### config.mk
export PLATFORM = sky130hd
export DESIGN_NAME = mem_stage_hs_flat
export DESIGN_NICKNAME = d
export VERILOG_FILES = /design/src/rtl/mem_stage_hs_if.sv /design/src/rtl/mem_stage_hs.sv /design/src/flat_wrapper.sv
export SDC_FILE = /design/constraint.sdc
export NUM_CORES = 1
export LEC_CHECK = 0
export CAP_MARGIN = 20
export CORE_MARGIN = 1
export CORE_UTILIZATION = 35
export DETAILED_ROUTE_END_ITERATION = 10
export PLACE_DENSITY = 0.66
export SLEW_MARGIN = 40
export SYNTH_ARGS = -nofsm -noshare
export SYNTH_HDL_FRONTEND = slang
export SYNTH_SLANG_ARGS = --single-unit
### constraint.sdc
create_clock -name clk -period 2.5 [get_ports clk]
set_input_delay 0.625 -clock clk [delete_from_list [all_inputs] [get_ports clk]]
set_output_delay 0.625 -clock clk [all_outputs]
set_load 0.02 [all_outputs]
### src/rtl/mem_stage_hs_if.sv
// mem_stage_hs_if: EX, data-memory and WB signal bundle for mem_stage_hs (misalign_m only with MEM_MISALIGN_TRAP_EN)
interface mem_stage_hs_if #(
  parameter int DATA_W = 32,
  parameter int ADDR_W = 32,
  parameter int REG_W = 5
);
  logic in_valid, in_ready, reg_write_e, mem_read_e, mem_write_e, mem_unsigned_e;
  logic [1:0] mem_size_e;
  logic [DATA_W-1:0] alu_out_e, write_data_e;
  logic [REG_W-1:0] write_reg_e;
  logic dmem_req, dmem_we, dmem_ack;
  logic [ADDR_W-1:0] dmem_addr;
  logic [DATA_W-1:0] dmem_wdata, dmem_rdata;
  logic [DATA_W/8-1:0] dmem_be;
  logic out_valid, reg_write_m, timeout_m;
  logic [DATA_W-1:0] result_m;
  logic [REG_W-1:0] write_reg_m;
`ifdef MEM_MISALIGN_TRAP_EN
  logic misalign_m;
`endif
  modport slave (
    input in_valid, reg_write_e, mem_read_e, mem_write_e, mem_unsigned_e, mem_size_e,
          alu_out_e, write_data_e, write_reg_e, dmem_ack, dmem_rdata,
    output in_ready, dmem_req, dmem_we, dmem_addr, dmem_wdata, dmem_be,
           out_valid, reg_write_m, timeout_m, result_m, write_reg_m
`ifdef MEM_MISALIGN_TRAP_EN
    , misalign_m
`endif
  );
  modport master (
    output in_valid, reg_write_e, mem_read_e, mem_write_e, mem_unsigned_e, mem_size_e,
           alu_out_e, write_data_e, write_reg_e, dmem_ack, dmem_rdata,
    input in_ready, dmem_req, dmem_we, dmem_addr, dmem_wdata, dmem_be,
          out_valid, reg_write_m, timeout_m, result_m, write_reg_m
`ifdef MEM_MISALIGN_TRAP_EN
    , misalign_m
`endif
  );
endinterface

### src/rtl/mem_stage_hs.sv
// mem_stage_hs: registered MEM stage driving data memory via req/ack with watchdog; MEM_MISALIGN_TRAP_EN traps misaligned accesses
module mem_stage_hs #(
  parameter int DATA_W = 32,
  parameter int ADDR_W = 32,
  parameter int REG_W = 5,
  parameter int MAX_WAIT = 15
) (
  input logic clk,
  input logic rst,
  mem_stage_hs_if.slave bus
);
  localparam int NB = DATA_W / 8;
  localparam int LB = $clog2(NB);
  localparam int CW = $clog2(MAX_WAIT + 1);
  localparam logic [0:0] IDLE = 1'b0;
  localparam logic [0:0] ACCESS = 1'b1;
  logic [0:0] state;
  logic [CW-1:0] cnt;
  logic [1:0] size, size_q;
  logic [LB-1:0] lane, lane_q;
  logic [ADDR_W-1:0] addr, amask;
  logic [NB-1:0] be;
  logic [DATA_W-1:0] wdata, sh, shl, sext, ext;
  logic [6:0] sa;
  logic uns_q, rw_q, accept, mem_op;
  // Decode the offered instruction: size folding, forced alignment, lane, store data and enables
  always_comb begin
    size = (DATA_W == 32 && bus.mem_size_e == 2'b11) ? 2'b10 : bus.mem_size_e;
    addr = ADDR_W'(bus.alu_out_e);
    amask = ADDR_W'((1 << size) - 1);
    lane = LB'(addr & ~amask);
    be = NB'((1 << (1 << size)) - 1) << lane;
    wdata = size == 2'd0 ? {NB{bus.write_data_e[7:0]}} :
            size == 2'd1 ? {NB/2{bus.write_data_e[15:0]}} :
            size == 2'd2 ? {DATA_W/32{bus.write_data_e[31:0]}} : bus.write_data_e;
    accept = bus.in_ready & bus.in_valid;
    mem_op = bus.mem_read_e | bus.mem_write_e;
  end
  // Pull the sized field out of the read word at the latched lane and extend it to full width
  always_comb begin
    sh = bus.dmem_rdata >> {lane_q, 3'b000};
    sa = 7'(DATA_W) - (7'd8 << size_q);
    shl = sh << sa;
    sext = $signed(shl) >>> sa;
    ext = uns_q ? shl >> sa : sext;
  end
  // IDLE/ACCESS control, memory request registers, watchdog and WB result
  always_ff @(posedge clk) begin
    if (rst) begin
      state <= IDLE;
      cnt <= '0;
      size_q <= '0;
      lane_q <= '0;
      uns_q <= 1'b0;
      rw_q <= 1'b0;
      bus.in_ready <= 1'b0;
      bus.dmem_req <= 1'b0;
      bus.dmem_we <= 1'b0;
      bus.dmem_addr <= '0;
      bus.dmem_wdata <= '0;
      bus.dmem_be <= '0;
      bus.out_valid <= 1'b0;
      bus.reg_write_m <= 1'b0;
      bus.timeout_m <= 1'b0;
      bus.result_m <= '0;
      bus.write_reg_m <= '0;
`ifdef MEM_MISALIGN_TRAP_EN
      bus.misalign_m <= 1'b0;
`endif
    end else begin
      bus.out_valid <= 1'b0;
      bus.timeout_m <= 1'b0;
`ifdef MEM_MISALIGN_TRAP_EN
      bus.misalign_m <= 1'b0;
`endif
      if (state == IDLE) begin
        bus.in_ready <= 1'b1;
        if (accept) begin
          bus.write_reg_m <= bus.write_reg_e;
          bus.result_m <= bus.alu_out_e;
`ifdef MEM_MISALIGN_TRAP_EN
          if (mem_op && |(addr & amask)) begin
            bus.out_valid <= 1'b1;
            bus.reg_write_m <= 1'b0;
            bus.misalign_m <= 1'b1;
          end else
`endif
          if (mem_op) begin
            state <= ACCESS;
            cnt <= '0;
            bus.in_ready <= 1'b0;
            bus.dmem_req <= 1'b1;
            bus.dmem_we <= bus.mem_write_e;
            bus.dmem_addr <= addr & ~amask;
            bus.dmem_wdata <= wdata;
            bus.dmem_be <= be;
            size_q <= size;
            lane_q <= lane;
            uns_q <= bus.mem_unsigned_e;
            rw_q <= bus.reg_write_e & ~bus.mem_write_e;
          end else begin
            bus.out_valid <= 1'b1;
            bus.reg_write_m <= bus.reg_write_e;
          end
        end
      end else if (bus.dmem_ack) begin
        state <= IDLE;
        bus.in_ready <= 1'b1;
        bus.dmem_req <= 1'b0;
        bus.out_valid <= 1'b1;
        bus.result_m <= ext;
        bus.reg_write_m <= rw_q;
      end else if (cnt == CW'(MAX_WAIT - 1)) begin
        state <= IDLE;
        bus.in_ready <= 1'b1;
        bus.dmem_req <= 1'b0;
        bus.out_valid <= 1'b1;
        bus.timeout_m <= 1'b1;
        bus.reg_write_m <= 1'b0;
        bus.result_m <= '0;
      end else begin
        cnt <= cnt + 1'b1;
      end
    end
  end
endmodule
### src/flat_wrapper.sv
// flat-port wrapper written by rule: the top's interface ports become plain ports
module mem_stage_hs_flat 
#(
  parameter int DATA_W = 32,
  parameter int ADDR_W = 32,
  parameter int REG_W = 5,
  parameter int MAX_WAIT = 15
)
  (clk, rst, bus_in_valid, bus_reg_write_e, bus_mem_read_e, bus_mem_write_e, bus_mem_unsigned_e, bus_mem_size_e, bus_alu_out_e, bus_write_data_e, bus_write_reg_e, bus_dmem_ack, bus_dmem_rdata, bus_in_ready, bus_dmem_req, bus_dmem_we, bus_dmem_addr, bus_dmem_wdata, bus_dmem_be, bus_out_valid, bus_reg_write_m, bus_timeout_m, bus_result_m, bus_write_reg_m);
  mem_stage_hs_if #(.DATA_W(DATA_W), .ADDR_W(ADDR_W), .REG_W(REG_W)) bus_i ();
  input logic clk;
  input logic rst;
  input wire logic [$bits(bus_i.in_valid)-1:0] bus_in_valid;
  input wire logic [$bits(bus_i.reg_write_e)-1:0] bus_reg_write_e;
  input wire logic [$bits(bus_i.mem_read_e)-1:0] bus_mem_read_e;
  input wire logic [$bits(bus_i.mem_write_e)-1:0] bus_mem_write_e;
  input wire logic [$bits(bus_i.mem_unsigned_e)-1:0] bus_mem_unsigned_e;
  input wire logic [$bits(bus_i.mem_size_e)-1:0] bus_mem_size_e;
  input wire logic [$bits(bus_i.alu_out_e)-1:0] bus_alu_out_e;
  input wire logic [$bits(bus_i.write_data_e)-1:0] bus_write_data_e;
  input wire logic [$bits(bus_i.write_reg_e)-1:0] bus_write_reg_e;
  input wire logic [$bits(bus_i.dmem_ack)-1:0] bus_dmem_ack;
  input wire logic [$bits(bus_i.dmem_rdata)-1:0] bus_dmem_rdata;
  output wire logic [$bits(bus_i.in_ready)-1:0] bus_in_ready;
  output wire logic [$bits(bus_i.dmem_req)-1:0] bus_dmem_req;
  output wire logic [$bits(bus_i.dmem_we)-1:0] bus_dmem_we;
  output wire logic [$bits(bus_i.dmem_addr)-1:0] bus_dmem_addr;
  output wire logic [$bits(bus_i.dmem_wdata)-1:0] bus_dmem_wdata;
  output wire logic [$bits(bus_i.dmem_be)-1:0] bus_dmem_be;
  output wire logic [$bits(bus_i.out_valid)-1:0] bus_out_valid;
  output wire logic [$bits(bus_i.reg_write_m)-1:0] bus_reg_write_m;
  output wire logic [$bits(bus_i.timeout_m)-1:0] bus_timeout_m;
  output wire logic [$bits(bus_i.result_m)-1:0] bus_result_m;
  output wire logic [$bits(bus_i.write_reg_m)-1:0] bus_write_reg_m;
  assign bus_i.in_valid = bus_in_valid;
  assign bus_i.reg_write_e = bus_reg_write_e;
  assign bus_i.mem_read_e = bus_mem_read_e;
  assign bus_i.mem_write_e = bus_mem_write_e;
  assign bus_i.mem_unsigned_e = bus_mem_unsigned_e;
  assign bus_i.mem_size_e = bus_mem_size_e;
  assign bus_i.alu_out_e = bus_alu_out_e;
  assign bus_i.write_data_e = bus_write_data_e;
  assign bus_i.write_reg_e = bus_write_reg_e;
  assign bus_i.dmem_ack = bus_dmem_ack;
  assign bus_i.dmem_rdata = bus_dmem_rdata;
  assign bus_in_ready = bus_i.in_ready;
  assign bus_dmem_req = bus_i.dmem_req;
  assign bus_dmem_we = bus_i.dmem_we;
  assign bus_dmem_addr = bus_i.dmem_addr;
  assign bus_dmem_wdata = bus_i.dmem_wdata;
  assign bus_dmem_be = bus_i.dmem_be;
  assign bus_out_valid = bus_i.out_valid;
  assign bus_reg_write_m = bus_i.reg_write_m;
  assign bus_timeout_m = bus_i.timeout_m;
  assign bus_result_m = bus_i.result_m;
  assign bus_write_reg_m = bus_i.write_reg_m;
  mem_stage_hs #(.DATA_W(DATA_W), .ADDR_W(ADDR_W), .REG_W(REG_W), .MAX_WAIT(MAX_WAIT)) u_core (.clk(clk), .rst(rst), .bus(bus_i));
endmodule
==> impl_metrics.env <==
export IMPL_nets=1024
export IMPL_critPathCaptureType="primary output"
export IMPL_clockBufferDepth=2
export IMPL_ir_drop_uv=478
export IMPL_path_class="register to primary output"
export IMPL_maxCapViolations=0
export IMPL_cts_sinks=120
export IMPL_synth_seq_cells=120
export IMPL_postCtsResizedCells=0
export IMPL_postCtsHoldBufs=0
export IMPL_p_clk_share_pct=45.4
export IMPL_switchingPower_mw=1.51
export IMPL_cts_buffers=17
export IMPL_vias=5908
export IMPL_critPathTopFamily="buffers and inverters"
export IMPL_start_kind="register"
export IMPL_syn_area_sq_um=5720
export IMPL_required_ns=1.88
export IMPL_finalNonFillerCells=1139
export IMPL_cts_tree="done"
export IMPL_status="complete, no violations"
export IMPL_finalHoldViolCount=0
export IMPL_ff_latch_area_sq_um=2400
export IMPL_nFillCells=1509
export IMPL_initial_core_util_pct=35.9
export IMPL_wl_per_cell_microns=17.5
export IMPL_gp_congestion=0.835
export IMPL_rsz0062_at_grt="no"
export IMPL_finalCritPeriodShare_pct=87.1
export IMPL_drt_iter0_drc=351
export IMPL_cp_arrival_ns=1.55
export IMPL_vias_per_cell=5.19
export IMPL_power_density_nw_per_um2=657
export IMPL_io_pin_count=222
export IMPL_relSlewSlack_pct=51.9
export IMPL_die_area_sq_um=16900
export IMPL_fin_util_pct=55.7
export IMPL_post_cts_buffers=0
export IMPL_place_area_sq_um=8250
export IMPL_drive_above_1_share_pct=9.75
export IMPL_async_flop_share_pct=0
export IMPL_finalInstanceArea_sq_um=8880
export IMPL_syn_area_per_cell_sq_um=8.18
export IMPL_yosysTopAreaCellShare_pct=42.0
export IMPL_seq_power_share_pct=35.9
export IMPL_grtUsageTotal_pct=23.7
export IMPL_report_final_slew_viol_count=0
export IMPL_synth_area_top_cells="dfxtp_1 (42%), nand2_1 (9.2%), a21oi_1 (7.4%)"
export IMPL_io_buffers=221
export IMPL_grt_pass1_wl_mm=30.1
export IMPL_layout_min_cycle_time_ns=2.18
export IMPL_synth_top_flop_cell="dfxtp_1"
export IMPL_critPathBufInv=1
export IMPL_switching_share_pct=25.9
export IMPL_clock_latency_ns=0.42
export IMPL_synth_edf_count=0
export IMPL_fin_skew_ns=0.0101
export IMPL_yosys_top_cells_count="nand2_1 (141), dfxtp_1 (120), a21oi_1 (85)"
export IMPL_path_max_fanout=4
export IMPL_route_detailed_drc=0
export IMPL_setup_viol=0
export IMPL_timing_critical_path_cells="clkdlybuf4s50_1"
export IMPL_cellLeakagePower_nw=3.11
export IMPL_core_area_sq_um=15900
export IMPL_setup_tns_final_ns=0
export IMPL_place_hpwl_mm=14.5
export IMPL_cpPeakStageDelay_ns=0.66
export IMPL_clockRootBuffer="clkbuf_16"
export IMPL_synthCells=700
export IMPL_syn_num_nets=813
export IMPL_num_antenna_cells=0
export IMPL_grt_pass1_vias=5553
export IMPL_p_comb_share_pct=18.7
export IMPL_multiInputGateArea_sq_um=3010
export IMPL_ys_warnings_count=0
export IMPL_grt_ovfl_total=0
export IMPL_antenna_found_initial=0
export IMPL_ys_types=59
export IMPL_dp_cells=1108
export IMPL_internal_power_mw=4.32
export IMPL_die_x_microns=130
export IMPL_dieHeight_microns=130
export IMPL_synth_largest_area_cell="dfxtp_1"
export IMPL_syn_to_final_growth_pct=55.2
export IMPL_p_total_mw=5.83
export IMPL_grt_start_max_net_pins=54
export IMPL_yosys_cell_count_top_type="nand2_1"
export IMPL_hold_path_class="register to register"
export IMPL_ant_nets=0
export IMPL_synth_seq_area_share_pct=42.0
export IMPL_slowest_stage="clkdlybuf4s50_1"
export IMPL_h_tree_depth=4
export IMPL_routed_wl_mm=20.0
export IMPL_tightestPinTransition_ns=0.722
export IMPL_rows=46
export IMPL_max_freq_mhz=459
export IMPL_clk_pin_slew_ns=0.05
export IMPL_first_pass_iters=5
## final timing paths
check                                              start                                endpoint  slack (ns)  cells after the start
setup reg to reg           u_core.lane_q[0]$_SDFFE_PP0P_    u_core.bus.result_m[24]$_SDFFE_PP0P_        0.49                      4
hold / removal    u_core.bus.write_reg_m[3]$_SDFFE_PP0P_  u_core.bus.write_reg_m[3]$_SDFFE_PP0P_        0.45                      2
hold reg to reg   u_core.bus.write_reg_m[3]$_SDFFE_PP0P_  u_core.bus.write_reg_m[3]$_SDFFE_PP0P_        0.45                      2
setup / recovery           u_core.lane_q[0]$_SDFFE_PP0P_                        bus_dmem_addr[0]        0.32                      1
## metrics by stage
| stage | worst slack (ns) | hold WS, ns |
|---|---|---|
| after floorplan | 0.506 | 0.432 |
| after global placement | -0.00676 | 0.441 |
| after detailed placement | -0.0261 | 0.447 |
| after CTS | 0.312 | 0.455 |
| after global routing | 0.285 | 0.465 |
| final | 0.323 | 0.449 |
## metal layers
metal | up-vias | wire length, microns | track usage [%]
met5 | - | 0 | 0
met4 | 0 | 357 | 8.34
met3 | 29 | 1670 | 7.26
met2 | 220 | 9260 | 37.4
met1 | 2745 | 8690 | 30.4
li1 | 2914 | - | -
## placed cells by master, fill, tap and decap left out, types with 3 or more instances in the layout
master and instances:
clkdlybuf4s50_1 220, nand2_1 140, dfxtp_1 120, a21oi_1 85, nor2_1 49, mux2i_1 33, buf_4 29, o21ai_0 22
a211oi_1 17, clkbuf_16 17, nand3_1 16, a311oi_1 16, o2bb2ai_1 12, inv_1 10, a22oi_1 10, nor2b_1 9
and3_1 8, o211ai_1 8, mux2_2 7, o2111ai_1 7, nor3_1 6, o22ai_2 6, a41oi_1 5, a31oi_1 5
buf_12 5, o21ai_2 4, bufinv_16 4, clkbuf_8 4, nand3b_1 3, clkinv_2 3
## power by group through the flow
stage          logic, mW  registers (mW)  clock network (mW)
6_report            1.09            2.10                2.65
3_5_place_dp        1.09            2.14                   0
3_3_place_gp        1.08            2.13                   0
5_1_grt             1.17            2.11                2.77
4_1_cts             1.09            2.10                2.68
2_1_floorplan      0.400            2.25                   0
## state kept, by name, indices dropped and copies added (netlist names), 2 cells and up
register / cells
u_core.bus.dmem_wdata: 32
u_core.size_q: 2
u_core.bus.dmem_be: 4
u_core.cnt: 4
u_core.bus.write_reg_m: 5
u_core.bus.result_m: 32
u_core.bus.dmem_addr: 31
## logic make-up (layout without fill, tap and decap cells)
kind of cell             Yosys count  after routing  synth area share, %
XOR/XNOR                           2              2                0.306
AO/OA/AOI/OAI                    212            212                 25.0
AND/OR/NAND/NOR                  249            249                 19.3
flip-flops                       120            120                 42.0
multiplexers                      41             41                 7.54
adder cells (fa/ha/maj)            2              2                0.437
buffers and inverters             74            297                 5.47
## cell type report
cell class,count,share of cell area (%)
inverter,12,0.507
sequential,120,27.0
clock inverter,8,1.61
timing repair buffer,254,28.4
multi-input combinational,506,33.9
clock buffer,23,5.49
tap,216,3.04
Note: power is estimated with default switching activity, not from simulation.
